--- src/rtl/cdb_arbiter_pkg.sv ---
// Shared types and constants for the common data bus (CDB) writeback path.
// The slots, the CDB output register and the downstream consumers all use cdb_pkt_t.
package cdb_arbiter_pkg;

    localparam int CDB_PD_W   = 6;   // physical register index width
    localparam int CDB_RD_W   = 5;   // architectural register index width
    localparam int CDB_DATA_W = 32;  // result width
    localparam int CDB_ROB_W  = 4;   // ROB index width
    localparam int CDB_NUM_FU = 3;   // 0 = add, 1 = mul, 2 = div
    localparam int CDB_PTR_W  = (CDB_NUM_FU > 1) ? $clog2(CDB_NUM_FU) : 1;

    typedef struct packed {
        logic [CDB_PD_W-1:0]   pd;
        logic [CDB_RD_W-1:0]   rd;
        logic [CDB_DATA_W-1:0] data;
        logic [CDB_ROB_W-1:0]  rob;
        logic                  regf_we;
    } cdb_pkt_t;

    // Round-robin successor of a grant index, wrapping at the last unit.
    function automatic logic [CDB_PTR_W-1:0] rr_next(input logic [CDB_PTR_W-1:0] g);
        if (g == CDB_PTR_W'(CDB_NUM_FU - 1)) begin
            return '0;
        end
        return g + CDB_PTR_W'(1);
    endfunction

endpackage

--- src/rtl/cdb_arbiter_rr.sv ---
// Purely combinational round-robin arbiter: searches upward from ptr_i with
// wrap-around and grants the first requester found. Reusable for issue ports.
module cdb_arbiter_rr #(
    parameter int N  = 3,
    parameter int IW = (N > 1) ? $clog2(N) : 1
) (
    input  logic [N-1:0]  req_i,
    input  logic [IW-1:0] ptr_i,
    output logic [N-1:0]  gnt_o,
    output logic [IW-1:0] gnt_idx_o,
    output logic          gnt_valid_o
);

    // Scan N positions starting at the pointer; the first request wins.
    always_comb begin
        int idx;
        idx         = 0;
        gnt_o       = '0;
        gnt_idx_o   = '0;
        gnt_valid_o = 1'b0;
        for (int off = 0; off < N; off++) begin
            idx = (int'(ptr_i) + off) % N;
            if (!gnt_valid_o && req_i[idx]) begin
                gnt_valid_o = 1'b1;
                gnt_o[idx]  = 1'b1;
                gnt_idx_o   = IW'(idx);
            end
        end
    end

endmodule

--- src/rtl/cdb_arbiter.sv ---
// CDB arbiter: one holding slot per functional unit, round-robin selection of
// one held result per cycle, broadcast through a registered CDB.
module cdb_arbiter
    import cdb_arbiter_pkg::*;
#(
    parameter int PHYS_REG_BITS = CDB_PD_W,
    parameter int ROB_IDX_BITS  = CDB_ROB_W,
    parameter int NUM_FU        = CDB_NUM_FU
) (
    input  logic                            clk_i,
    input  logic                            rst_ni,
    input  logic                            flush_i,
    input  logic [NUM_FU-1:0]               fu_valid_i,
    output logic [NUM_FU-1:0]               fu_ready_o,
    input  logic [NUM_FU*PHYS_REG_BITS-1:0] fu_pd_i,
    input  logic [NUM_FU*5-1:0]             fu_rd_i,
    input  logic [NUM_FU*32-1:0]            fu_data_i,
    input  logic [NUM_FU*ROB_IDX_BITS-1:0]  fu_rob_i,
    input  logic [NUM_FU-1:0]               fu_regf_we_i,
    output logic                            cdb_valid_o,
    output logic [PHYS_REG_BITS-1:0]        cdb_pd_o,
    output logic [4:0]                      cdb_rd_o,
    output logic [31:0]                     cdb_data_o,
    output logic [ROB_IDX_BITS-1:0]         cdb_rob_o,
    output logic                            cdb_regf_we_o,
    output logic [NUM_FU-1:0]               cdb_src_o
);

    localparam int PW = (NUM_FU > 1) ? $clog2(NUM_FU) : 1;

    logic [NUM_FU-1:0] held_q;
    cdb_pkt_t          slot_pkt [NUM_FU];
    cdb_pkt_t          in_pkt   [NUM_FU];
    logic [NUM_FU-1:0] grant;
    logic [PW-1:0]     gnt_idx;
    logic              gnt_valid;
    logic [NUM_FU-1:0] accept;
    cdb_pkt_t          gnt_pkt;

    logic [PW-1:0]     rr_ptr_q;
    cdb_pkt_t          cdb_q;
    logic              cdb_valid_q;
    logic [NUM_FU-1:0] cdb_src_q;

    cdb_arbiter_rr #(.N(NUM_FU), .IW(PW)) u_rr (
        .req_i       (held_q),
        .ptr_i       (rr_ptr_q),
        .gnt_o       (grant),
        .gnt_idx_o   (gnt_idx),
        .gnt_valid_o (gnt_valid)
    );

    // A slot can take a new result when empty or when it drains this cycle;
    // flush blocks intake, and reset reports every slot as free.
    always_comb begin
        if (!rst_ni) begin
            fu_ready_o = '1;
        end else if (flush_i) begin
            fu_ready_o = '0;
        end else begin
            fu_ready_o = ~held_q | grant;
        end
    end

    assign accept = fu_valid_i & fu_ready_o;

    generate
        for (genvar gi = 0; gi < NUM_FU; gi++) begin : g_slot
            cdb_pkt_t slot_q;
            logic     held_bit_q;

            assign in_pkt[gi] = '{
                pd:      fu_pd_i[gi*PHYS_REG_BITS +: PHYS_REG_BITS],
                rd:      fu_rd_i[gi*5 +: 5],
                data:    fu_data_i[gi*32 +: 32],
                rob:     fu_rob_i[gi*ROB_IDX_BITS +: ROB_IDX_BITS],
                regf_we: fu_regf_we_i[gi]
            };

            // Holding slot: load on accept (refill wins over drain), clear on grant or flush.
            always_ff @(posedge clk_i or negedge rst_ni) begin
                if (!rst_ni) begin
                    held_bit_q <= 1'b0;
                    slot_q     <= '0;
                end else if (flush_i) begin
                    held_bit_q <= 1'b0;
                end else if (accept[gi]) begin
                    held_bit_q <= 1'b1;
                    slot_q     <= in_pkt[gi];
                end else if (grant[gi]) begin
                    held_bit_q <= 1'b0;
                end
            end

            assign held_q[gi]   = held_bit_q;
            assign slot_pkt[gi] = slot_q;
        end
    endgenerate

    // Select the granted slot's contents with a one-hot mux.
    always_comb begin
        gnt_pkt = slot_pkt[0];
        for (int i = 0; i < NUM_FU; i++) begin
            if (grant[i]) begin
                gnt_pkt = slot_pkt[i];
            end
        end
    end

    // CDB output register and round-robin pointer; fields hold when idle.
    always_ff @(posedge clk_i or negedge rst_ni) begin
        if (!rst_ni) begin
            cdb_q       <= '0;
            cdb_valid_q <= 1'b0;
            cdb_src_q   <= '0;
            rr_ptr_q    <= '0;
        end else if (flush_i) begin
            cdb_valid_q <= 1'b0;
        end else if (gnt_valid) begin
            cdb_q         <= gnt_pkt;
            // x0 is never written, but the result still completes in the ROB.
            cdb_q.regf_we <= gnt_pkt.regf_we && (gnt_pkt.rd != '0);
            cdb_valid_q   <= 1'b1;
            cdb_src_q     <= grant;
            rr_ptr_q      <= rr_next(gnt_idx);
        end else begin
            cdb_valid_q <= 1'b0;
        end
    end

    assign cdb_valid_o   = cdb_valid_q;
    assign cdb_pd_o      = cdb_q.pd;
    assign cdb_rd_o      = cdb_q.rd;
    assign cdb_data_o    = cdb_q.data;
    assign cdb_rob_o     = cdb_q.rob;
    assign cdb_regf_we_o = cdb_q.regf_we;
    assign cdb_src_o     = cdb_src_q;

endmodule
--- config.mk ---
export PLATFORM = sky130hd
export DESIGN_NAME = cdb_arbiter
export DESIGN_NICKNAME = d
export VERILOG_FILES = /design/src/rtl/cdb_arbiter_pkg.sv /design/src/rtl/cdb_arbiter_rr.sv /design/src/rtl/cdb_arbiter.sv
export SDC_FILE = /design/constraint.sdc
export NUM_CORES = 1
export LEC_CHECK = 0
export CAP_MARGIN = 20
export CORE_MARGIN = 2
export CORE_UTILIZATION = 45
export DETAILED_ROUTE_END_ITERATION = 7
export PLACE_DENSITY_LB_ADDON = 0.15
export REMOVE_ABC_BUFFERS = 1
export SYNTH_ARGS = -nofsm -noshare
export SYNTH_HDL_FRONTEND = slang
export SYNTH_HIERARCHICAL = 1
export SYNTH_SLANG_ARGS = --single-unit
--- constraint.sdc ---
create_clock -name clk_i -period 3 [get_ports clk_i]
set_input_delay 0.6 -clock clk_i [delete_from_list [all_inputs] [get_ports clk_i]]
set_output_delay 0.6 -clock clk_i [all_outputs]
set_load 0.005 [all_outputs]
==> out/summary.txt, run 1 <==
FLOORPLANNING
--------------------------------------------------------------------------------------------
Die Area ......................................................................  21,100 um^2
Num ports .....................................................................          205
Die width .....................................................................       145 um
Die Height ....................................................................       145 um
Rows ..........................................................................           51
Core Footprint ................................................................  19,500 um^2
Initial core utilization ......................................................        0.461

SETUP PATH
--------------------------------------------------------------------------------------------
Type of element launching the critical path ...................................     register
CP most frequent cell ......................................................... sky130_fd_sc_hd__mux2i_4
Max stage delay cell, worst path .............................................. sky130_fd_sc_hd__dfrtp_2
Launching instance or port of the critical path ............................... rr_ptr_q[1]$_DFFE_PN0P_
Reg2reg end ................................................................... g_slot[0].held_bit_q$_DFFE_PN0P_
Critical path capture point type ..............................................   output pin
Maximum cell stage delay along the critical path ..............................       450 ps
Crit path arrival time ........................................................      2410 ps
Data required, critical path ..................................................      2400 ps
Launch point of the worst reg-to-reg path ..................................... rr_ptr_q[0]$_DFFE_PN0P_
Setup crit end ................................................................ fu_ready_o[0]
Count of cells along the worst register-to-register path ......................           18
FF-to-FF setup slack ..........................................................       110 ps
List of cells traversed by the critical path .................................. inv_4 -> ha_4 -> mux2i_4 -> mux2i_4 -> a311oi_2 -> o2bb2ai_2 -> nor2b_2 -> o21ai_2 -> buf_2
Largest fanout on the critical path ...........................................            5
Start-to-end type of the worst setup path ..................................... register to output pin

YOSYS
--------------------------------------------------------------------------------------------
Library cells used by synthesis ...............................................           43
Portion of synthesized cell area occupied by the leading cell type ............        0.559
Total of warnings raised by yosys .............................................            6
Number of instances in the synthesized netlist ................................          718
Basic-gate share of the synthesized area counting and, or, nand and nor cells .       0.0696
Compound-Gate Fraction of Synth Area ..........................................       0.0728
Synthesized area ..............................................................    8990 um^2
Area contributors post-synth .................................................. sky130_fd_sc_hd__dfrtp_1 (56%), sky130_fd_sc_hd__mux2_2 (13%), sky130_fd_sc_hd__mux2_4 (6.7%), sky130_fd_sc_hd__mux2i_1 (5.5%), sky130_fd_sc_hd__nand2_1 (3.0%)
Cell type with the highest aggregate area in the netlist ...................... sky130_fd_sc_hd__dfrtp_1
Post-Syn Area per Cell ........................................................    12.5 um^2
XOR/XNOR share of the synthesized area ........................................            0
Most used flip-flop cell after synthesis ...................................... sky130_fd_sc_hd__dfrtp_1
Share of synthesized cell area in full adder, half adder and majority cells ...      0.00557
Largest family of logic cells by synthesized area ............................. multiplexers
Number of enable-type register cells in the synthesized netlist ...............            0
Synth Register Bits ...........................................................          201
Fraction of synthesized area in multiplexers ..................................        0.257
Sequential-to-total area share from yosys stat ................................        0.559
Async S/R FF share, synth .....................................................         1.00

STA
--------------------------------------------------------------------------------------------
Measured slew at the worst slew-check pin .....................................       775 ps
Layout Skew ...................................................................      18.4 ps
Fin worst setup slack .........................................................     -12.5 ps
Final setup vio count .........................................................            1
Part of the cycle the worst path needs ........................................         1.00
Slew Limit Headroom ...........................................................        0.484
Final Critical Period .........................................................      3010 ps
Max Slew Vio Count ............................................................            0
Maximum operating frequency ...................................................    0.332 GHz
Worst hold slack after final layout ...........................................       467 ps
Final Hold Fails ..............................................................            0
Setup repair after global routing missed its margin ...........................         true

GLOBAL ROUTE
--------------------------------------------------------------------------------------------
Antenna violations before repair ..............................................            0
Global-route wire length before repair ........................................    36,400 um
Maximum number of pins on one net before global-route repair ..................          137
Via count of the first global-routing pass ....................................        6,952
GR Util met1 ..................................................................        0.268
Total congestion overflow after global routing ................................            0
Global-route met3 utilization .................................................       0.0476
Global-route usage over all layers ............................................        0.212
Met2 usage ....................................................................        0.372
Busiest layer in global routing ...............................................         met2

CELLS AND AREA
--------------------------------------------------------------------------------------------
Post-route design area ........................................................  12,500 um^2
Commonest non-fill, non-tap cell in the layout ................................ sky130_fd_sc_hd__clkdlybuf4s50_1
Number of non-filler instances in the completed layout ........................        1,223
Commonest cells after routing, fill and taps aside ............................ sky130_fd_sc_hd__clkdlybuf4s50_1 (200), sky130_fd_sc_hd__dfrtp_1 (198), sky130_fd_sc_hd__mux2_2 (104)
Number of fill cells in the layout ............................................        1,490
Area taken by flip-flops and latches ..........................................    5030 um^2
Syn-to-layout area delta ......................................................        38.5%
Area of combinational cells with multiple inputs ..............................    3830 um^2
Nets@finish ...................................................................        1,096
Share of the core filled with cells in the final layout .......................        0.638
Fraction of layout cells with a size suffix above 1 ...........................        0.279
Number of antenna cells inserted ..............................................            0

ROUTING
--------------------------------------------------------------------------------------------
Violation count after the first detailed-route iteration ......................          257
Avg Vias per Cell .............................................................         5.19
DRC violation count after routing .............................................            0
Overall via count from detail_route ...........................................        6,351
Final ANT Viol Nets ...........................................................            0
DRT Pass-1 Iters ..............................................................            4
Sum of routed wire length over all layers .....................................    22,400 um
WL/cell .......................................................................      18.3 um

CLOCK TREE
--------------------------------------------------------------------------------------------
Clock tree from TritonCTS .....................................................         done
Number of buffers added by the clock tree synthesis step ......................           23
Worst skew pair latency .......................................................       500 ps
Clock tree root driver cell ................................................... sky130_fd_sc_hd__clkbuf_16
Level count of the clock H-tree ...............................................            1
Largest buffer count on any clock path ........................................            3
Number of sinks driven by the clock tree ......................................          201
Worst-path clk slew ...........................................................        60 ps

PLACE
--------------------------------------------------------------------------------------------
Number of instances in the placed design ......................................        1,154
Half-perimeter wire length after placement ....................................    14,000 um
Area after DPL ................................................................  11,300 um^2
Global placer's final weighted congestion .....................................        0.871
Count of port buffers added during placement ..................................          204

JOB
--------------------------------------------------------------------------------------------
Number of maximum-capacitance violations ......................................            0

PWR
--------------------------------------------------------------------------------------------
Largest vdd supply drop .......................................................       442 uV
Power density relative to cell area ...........................................  934 nW/um^2
Leakage power total ...........................................................      5.26 nW
Final Power ...................................................................      11.6 mW

MIN PATH
--------------------------------------------------------------------------------------------
Class of the tightest hold or removal check ................................... register to register

RUN STATUS
--------------------------------------------------------------------------------------------
Result of the run ............................................................. finished with violations
Violated checks ............................................................... negative setup slack

[stage by stage]
| step | setup TNS (ps) | worst slack (ps) |
|---|---|---|
| 4_1_cts | 0 | 4.03 |
| 6_report | -12.5 | -12.5 |
| 2_1_floorplan | -526900 | -4010 |
| 5_1_grt | -203 | -120 |
| 3_3_place_gp | 0 | 163 |
| 3_5_place_dp | 0 | 20.5 |
[layout make-up]
class / instances / share of cell area
Inverter: 6 / 0.00221
Tap cell: 265 / 0.0266
Clock inverter: 3 / 0.00352
Multi-Input combinational cell: 464 / 0.308
Timing Repair Buffer: 246 / 0.199
Sequential cell: 201 / 0.404
Clock buffer: 38 / 0.0572
[Yosys cell counts, drive strengths merged (2+ instances only)]
library cell  count
o31ai             2
o211ai            2
clkbuf           13
mux2i            51
mux2            144
and3b             3
nor2b             4
inv               5
buf              34
o21ai            52
nand2b            5
a21oi            52
nand3             2
nor2             55
dfrtp           201
ha                4
nand2            72
[worst min path at each step]
stage / start / end / slack [ps] / cells past startpoint
after global routing: cdb_rd_o[3]$_DFFE_PN0P_ / cdb_rd_o[3]$_DFFE_PN0P_ / 490 / 2
after CTS: cdb_rd_o[3]$_DFFE_PN0P_ / cdb_rd_o[3]$_DFFE_PN0P_ / 480 / 2
after global placement: rst_ni / g_slot[1].held_bit_q$_DFFE_PN0P_ / 450 / 1
after detailed placement: rst_ni / g_slot[2].held_bit_q$_DFFE_PN0P_ / 440 / 1
final: cdb_rd_o[3]$_DFFE_PN0P_ / cdb_rd_o[3]$_DFFE_PN0P_ / 470 / 2
after floorplan: rst_ni / cdb_data_o[0]$_DFFE_PN0P_ / 300 / 0
[critical path: cells and delay by family (launching register included)]
family / cells / cell delay (ps)
buf+inv: 2 / 240
fa+ha+maj: 1 / 180
compound gates: 3 / 480
flops: 1 / 450
simple gates: 1 / 180
mux: 2 / 380
[cell families after synthesis]
logic type,Yosys count
simple gates,146
mux,195
flops,201
compound gates,119
fa+ha+maj,4
buf+inv,53
[power breakdown]
group	total [mW]	switching [mW]	internal [mW]
Clock	2.77	1.08	1.70
Combinational	4.85	2.34	2.51
Sequential	4.01	0.466	3.54
Total	11.6	3.88	7.75
[state kept, by name, indices dropped and copies added (netlist names)]
register           count
cdb_rd_o               5
g_slot.slot_q        144
cdb_data_o            32
cdb_rob_o              4
cdb_regf_we_o          1
cdb_src_o              3
cdb_pd_o               6
cdb_valid_o            1
rr_ptr_q               2
g_slot.held_bit_q      3
[layer usage]
metal / vias to the layer above / routed length, um
met5: - / 0
met4: 0 / 478
met3: 39 / 1210
met2: 166 / 11300
met1: 3196 / 9420
li1: 2950 / -
[what timing repair did]
action,in CTS,in global routing
endpoints found under the hold margin,5,0
pin swaps,12,13
gates resized for setup,36,21
setup buffers,23,5
hold buffers,1,0
endpoints found under the setup margin,3,5
Power figures use the tool's default switching activity.
==> inputs of run 2 (changes only) <==
--- a/config.mk
+++ b/config.mk
@@ -6,8 +6,10 @@
 export NUM_CORES = 1
 export LEC_CHECK = 0
 export CAP_MARGIN = 20
+export CORE_ASPECT_RATIO = 2
 export CORE_MARGIN = 2
 export CORE_UTILIZATION = 45
+export CTS_CLUSTER_DIAMETER = 50
 export DETAILED_ROUTE_END_ITERATION = 7
 export PLACE_DENSITY_LB_ADDON = 0.15
 export REMOVE_ABC_BUFFERS = 1
==> out/summary.txt, run 2 (synthesis gave the netlist of run 1 again) <==
SETUP PATH
----------------------------------------------------------------------------------
Maximum cell stage delay along the critical path ....................       450 ps   about the same
Launch point of the worst reg-to-reg path ........................... rr_ptr_q[0]$_DFFE_PN0P_   unchanged
Start-to-end type of the worst setup path ........................... register to output pin   unchanged
Type of element launching the critical path .........................     register   unchanged
Launching instance or port of the critical path ..................... rr_ptr_q[1]$_DFFE_PN0P_   unchanged
List of cells traversed by the critical path ........................ inv_4 -> ha_4 -> buf_6 -> mux2i_4 -> mux2i_4 -> a311oi_2 -> o2bb2ai_2 -> nor2b_2 -> o21ai_2 -> buf_2   was inv_4 -> ha_4 -> mux2i_4 -> mux2i_4 -> a311oi_2 -> o2bb2ai_2 -> nor2b_2 -> o21ai_2 -> buf_2
Data required, critical path ........................................      2400 ps   about the same
Max stage delay cell, worst path .................................... sky130_fd_sc_hd__dfrtp_2   unchanged
CP most frequent cell ............................................... sky130_fd_sc_hd__mux2i_4   unchanged
Largest fanout on the critical path .................................            4   was 5
Critical path capture point type ....................................   output pin   unchanged
Crit path arrival time ..............................................      2430 ps   was 2410 ps

GLOBAL ROUTE
----------------------------------------------------------------------------------
Via count of the first global-routing pass ..........................        6,995   was 6,952
Global-route usage over all layers ..................................        0.225   was 0.212
Global-route wire length before repair ..............................    37,500 um   was 36,400 um
Total congestion overflow after global routing ......................            0   unchanged
Maximum number of pins on one net before global-route repair ........           79   was 137
Antenna violations before repair ....................................            3   was 0

PWR
----------------------------------------------------------------------------------
Net switching power .................................................      3.98 mW   was 3.88 mW
Largest vdd supply drop .............................................       554 uV   was 442 uV
Leakage power total .................................................      5.22 nW   was 5.26 nW
Internal power ......................................................      7.68 mW   was 7.75 mW
Logic pwr share .....................................................        0.437   was 0.417
Sequential share of power ...........................................        0.344   was 0.345
Part of the power in the clock network ..............................        0.220   was 0.238
Switching fraction of total power ...................................        0.341   was 0.334
Final Power .........................................................      11.7 mW   was 11.6 mW
Power density relative to cell area .................................  942 nW/um^2   was 934 nW/um^2

ROUTING
----------------------------------------------------------------------------------
Overall via count from detail_route .................................        6,376   was 6,351
Sum of routed wire length over all layers ...........................    24,100 um   was 22,400 um
Avg Vias per Cell ...................................................         5.23   was 5.19
DRC violation count after routing ...................................            0   unchanged
Violation count after the first detailed-route iteration ............          243   was 257
Final ANT Viol Nets .................................................            0   unchanged
WL/cell .............................................................      19.8 um   was 18.3 um
DRT Pass-1 Iters ....................................................            4   unchanged

CELLS AND AREA
----------------------------------------------------------------------------------
Post-route design area ..............................................  12,400 um^2   was 12,500 um^2
Commonest cells after routing, fill and taps aside .................. sky130_fd_sc_hd__clkdlybuf4s50_1 (200), sky130_fd_sc_hd__dfrtp_1 (199), sky130_fd_sc_hd__mux2_2 (104)   was sky130_fd_sc_hd__clkdlybuf4s50_1 (200), sky130_fd_sc_hd__dfrtp_1 (198), sky130_fd_sc_hd__mux2_2 (104)
Nets@finish .........................................................        1,094   was 1,096
Number of fill cells in the layout ..................................        1,596   was 1,490
Top reg by flops .................................................... g_slot.slot_q   unchanged
Area taken by flip-flops and latches ................................    5030 um^2   about the same
Fraction of layout cells with a size suffix above 1 .................        0.273   was 0.279
Flip-flop count of the largest register, all copies and words added .          144   unchanged
Commonest non-fill, non-tap cell in the layout ...................... sky130_fd_sc_hd__clkdlybuf4s50_1   unchanged
Area of combinational cells with multiple inputs ....................    3790 um^2   was 3830 um^2
Syn-to-layout area delta ............................................        37.6%   was 38.5%

STA
----------------------------------------------------------------------------------
Setup repair after global routing missed its margin .................         true   unchanged
Maximum operating frequency .........................................    0.330 GHz   was 0.332 GHz
Max Slew Vio Count ..................................................            0   unchanged
Final Hold Fails ....................................................            0   unchanged
Slew Limit Headroom .................................................        0.344   was 0.484
Fin Setup TNS .......................................................     -38.3 ps   was -12.5 ps
Fin worst setup slack ...............................................     -31.8 ps   was -12.5 ps
Part of the cycle the worst path needs ..............................         1.01   was 1.00
Final setup vio count ...............................................            2   was 1
Layout Skew .........................................................      5.39 ps   was 18.4 ps
Measured slew at the worst slew-check pin ...........................       984 ps   was 775 ps
Final Critical Period ...............................................      3030 ps   was 3010 ps

CLOCK TREE
----------------------------------------------------------------------------------
Clock tree from TritonCTS ...........................................         done   unchanged
Worst skew pair latency .............................................       490 ps   was 500 ps
Level count of the clock H-tree .....................................            1   unchanged
Number of sinks driven by the clock tree ............................          201   unchanged
Worst-path clk slew .................................................        70 ps   was 60 ps
Number of buffers added by the clock tree synthesis step ............           20   was 23
Cts hold-fix bufs ...................................................            0   was 1
Clock tree root driver cell ......................................... sky130_fd_sc_hd__clkbuf_16   unchanged
Largest buffer count on any clock path ..............................            3   unchanged

RUN STATUS
----------------------------------------------------------------------------------
Result of the run ................................................... finished with violations   unchanged
Violated checks ..................................................... negative setup slack   unchanged

PLACE
----------------------------------------------------------------------------------
Setup WS pre-CTS ....................................................     -54.4 ps   was 20.5 ps
Area after DPL ......................................................  11,300 um^2   about the same
Count of port buffers added during placement ........................          204   unchanged
Half-perimeter wire length after placement ..........................    15,700 um   was 14,000 um
Global placer's final weighted congestion ...........................        0.830   was 0.871

FLOORPLANNING
----------------------------------------------------------------------------------
Rows ................................................................           73   was 51
Initial core utilization ............................................        0.456   was 0.461
Num ports ...........................................................          205   unchanged
Die Area ............................................................  21,200 um^2   was 21,100 um^2
Core Footprint ......................................................  19,700 um^2   was 19,500 um^2
Die Height ..........................................................       204 um   was 145 um
Die width ...........................................................       104 um   was 145 um

JOB
----------------------------------------------------------------------------------
Number of maximum-capacitance violations ............................            0   unchanged

MIN PATH
----------------------------------------------------------------------------------
Class of the tightest hold or removal check ......................... primary input to async pin   was register to register

## run 2: cell count changes in the layout (fill, tap and decap cells not counted), moves of 2 or more
cell                        change
sky130_fd_sc_hd__buf_6          +2
sky130_fd_sc_hd__nand2b_4       -2
sky130_fd_sc_hd__diode_2        +3
sky130_fd_sc_hd__buf_4          -3
sky130_fd_sc_hd__clkbuf_16      -2
sky130_fd_sc_hd__clkbuf_8       -3
sky130_fd_sc_hd__nand2b_2       +2
sky130_fd_sc_hd__clkbuf_1       -2
## run 2: stage by stage
| stage | instances | hold WS [ps] | utilization |
|---|---|---|---|
| final | 1219 | 16.5 | 0.627 |
| after global routing | 1219 | 23.1 | 0.627 |
| after CTS | 1199 | 15.8 | 0.618 |
| after detailed placement | 1152 | 470 | 0.573 |
| after global placement | 1152 | 458 | 0.573 |
| after floorplan | 671 | 304 | - |
## run 2: repair_timing
item | 4_1_cts | 5_1_grt
resized for setup | 37 | 12
setup buffers | 11 | 16
setup endpoints to repair | 16 | 16
pin swaps | 11 | 10
gates cloned | 0 | 1
## run 2: final cells by class
cell class	instances	area share
clock buffers	31	0.0495
diodes	3	0.000607
repair buffers	247	0.203
multi-input cells	464	0.307
well taps	262	0.0265
flip-flops and latches	201	0.407
clock inverters	5	0.00455
inverters	6	0.00243
## run 2: per-layer routing
metal / track usage / vias to the layer above / part of all wire
met3: 0.0328 / 60 / 0.042
met1: 0.254 / 3193 / 0.37
li1: - / 2941 / -
met2: 0.422 / 182 / 0.56
met4: 0.0883 / 0 / 0.036
met5: 0 / - / 0
## run 2: power groups by stage
stage	logic (mW)	clock network, mW	registers (mW)
after detailed placement	4.47	0	4.03
after floorplan	2.54	0	3.94
after global placement	4.30	0	3.99
after CTS	4.75	2.62	4.01
after global routing	5.53	2.74	4.10
final	5.09	2.56	4.01
## run 2: final timing paths
| kind | end | slack (ps) | cells after the start |
|---|---|---|---|
| worst min-delay path | cdb_data_o[30]$_DFFE_PN0P_ | 20 | 1 |
| min in group clk_i | cdb_data_o[27]$_DFFE_PN0P_ | 480 | 2 |
| worst max register to register | g_slot[1].slot_q[14]$_DFFE_PN0P_ | 80 | 12 |
| worst max-delay path | fu_ready_o[0] | -30 | 10 |
| max in group asynchronous | cdb_data_o[16]$_DFFE_PN0P_ | 1450 | 3 |
| worst min register to register | cdb_data_o[27]$_DFFE_PN0P_ | 480 | 2 |
## run 2: worst max-delay path, delay by kind of cell, from the launching register on
kind            cells  cell delay, ps
mux                 2             360
buf+inv             3             340
compound gates      3             480
fa+ha+maj           1             150
flops               1             450
simple gates        1             160
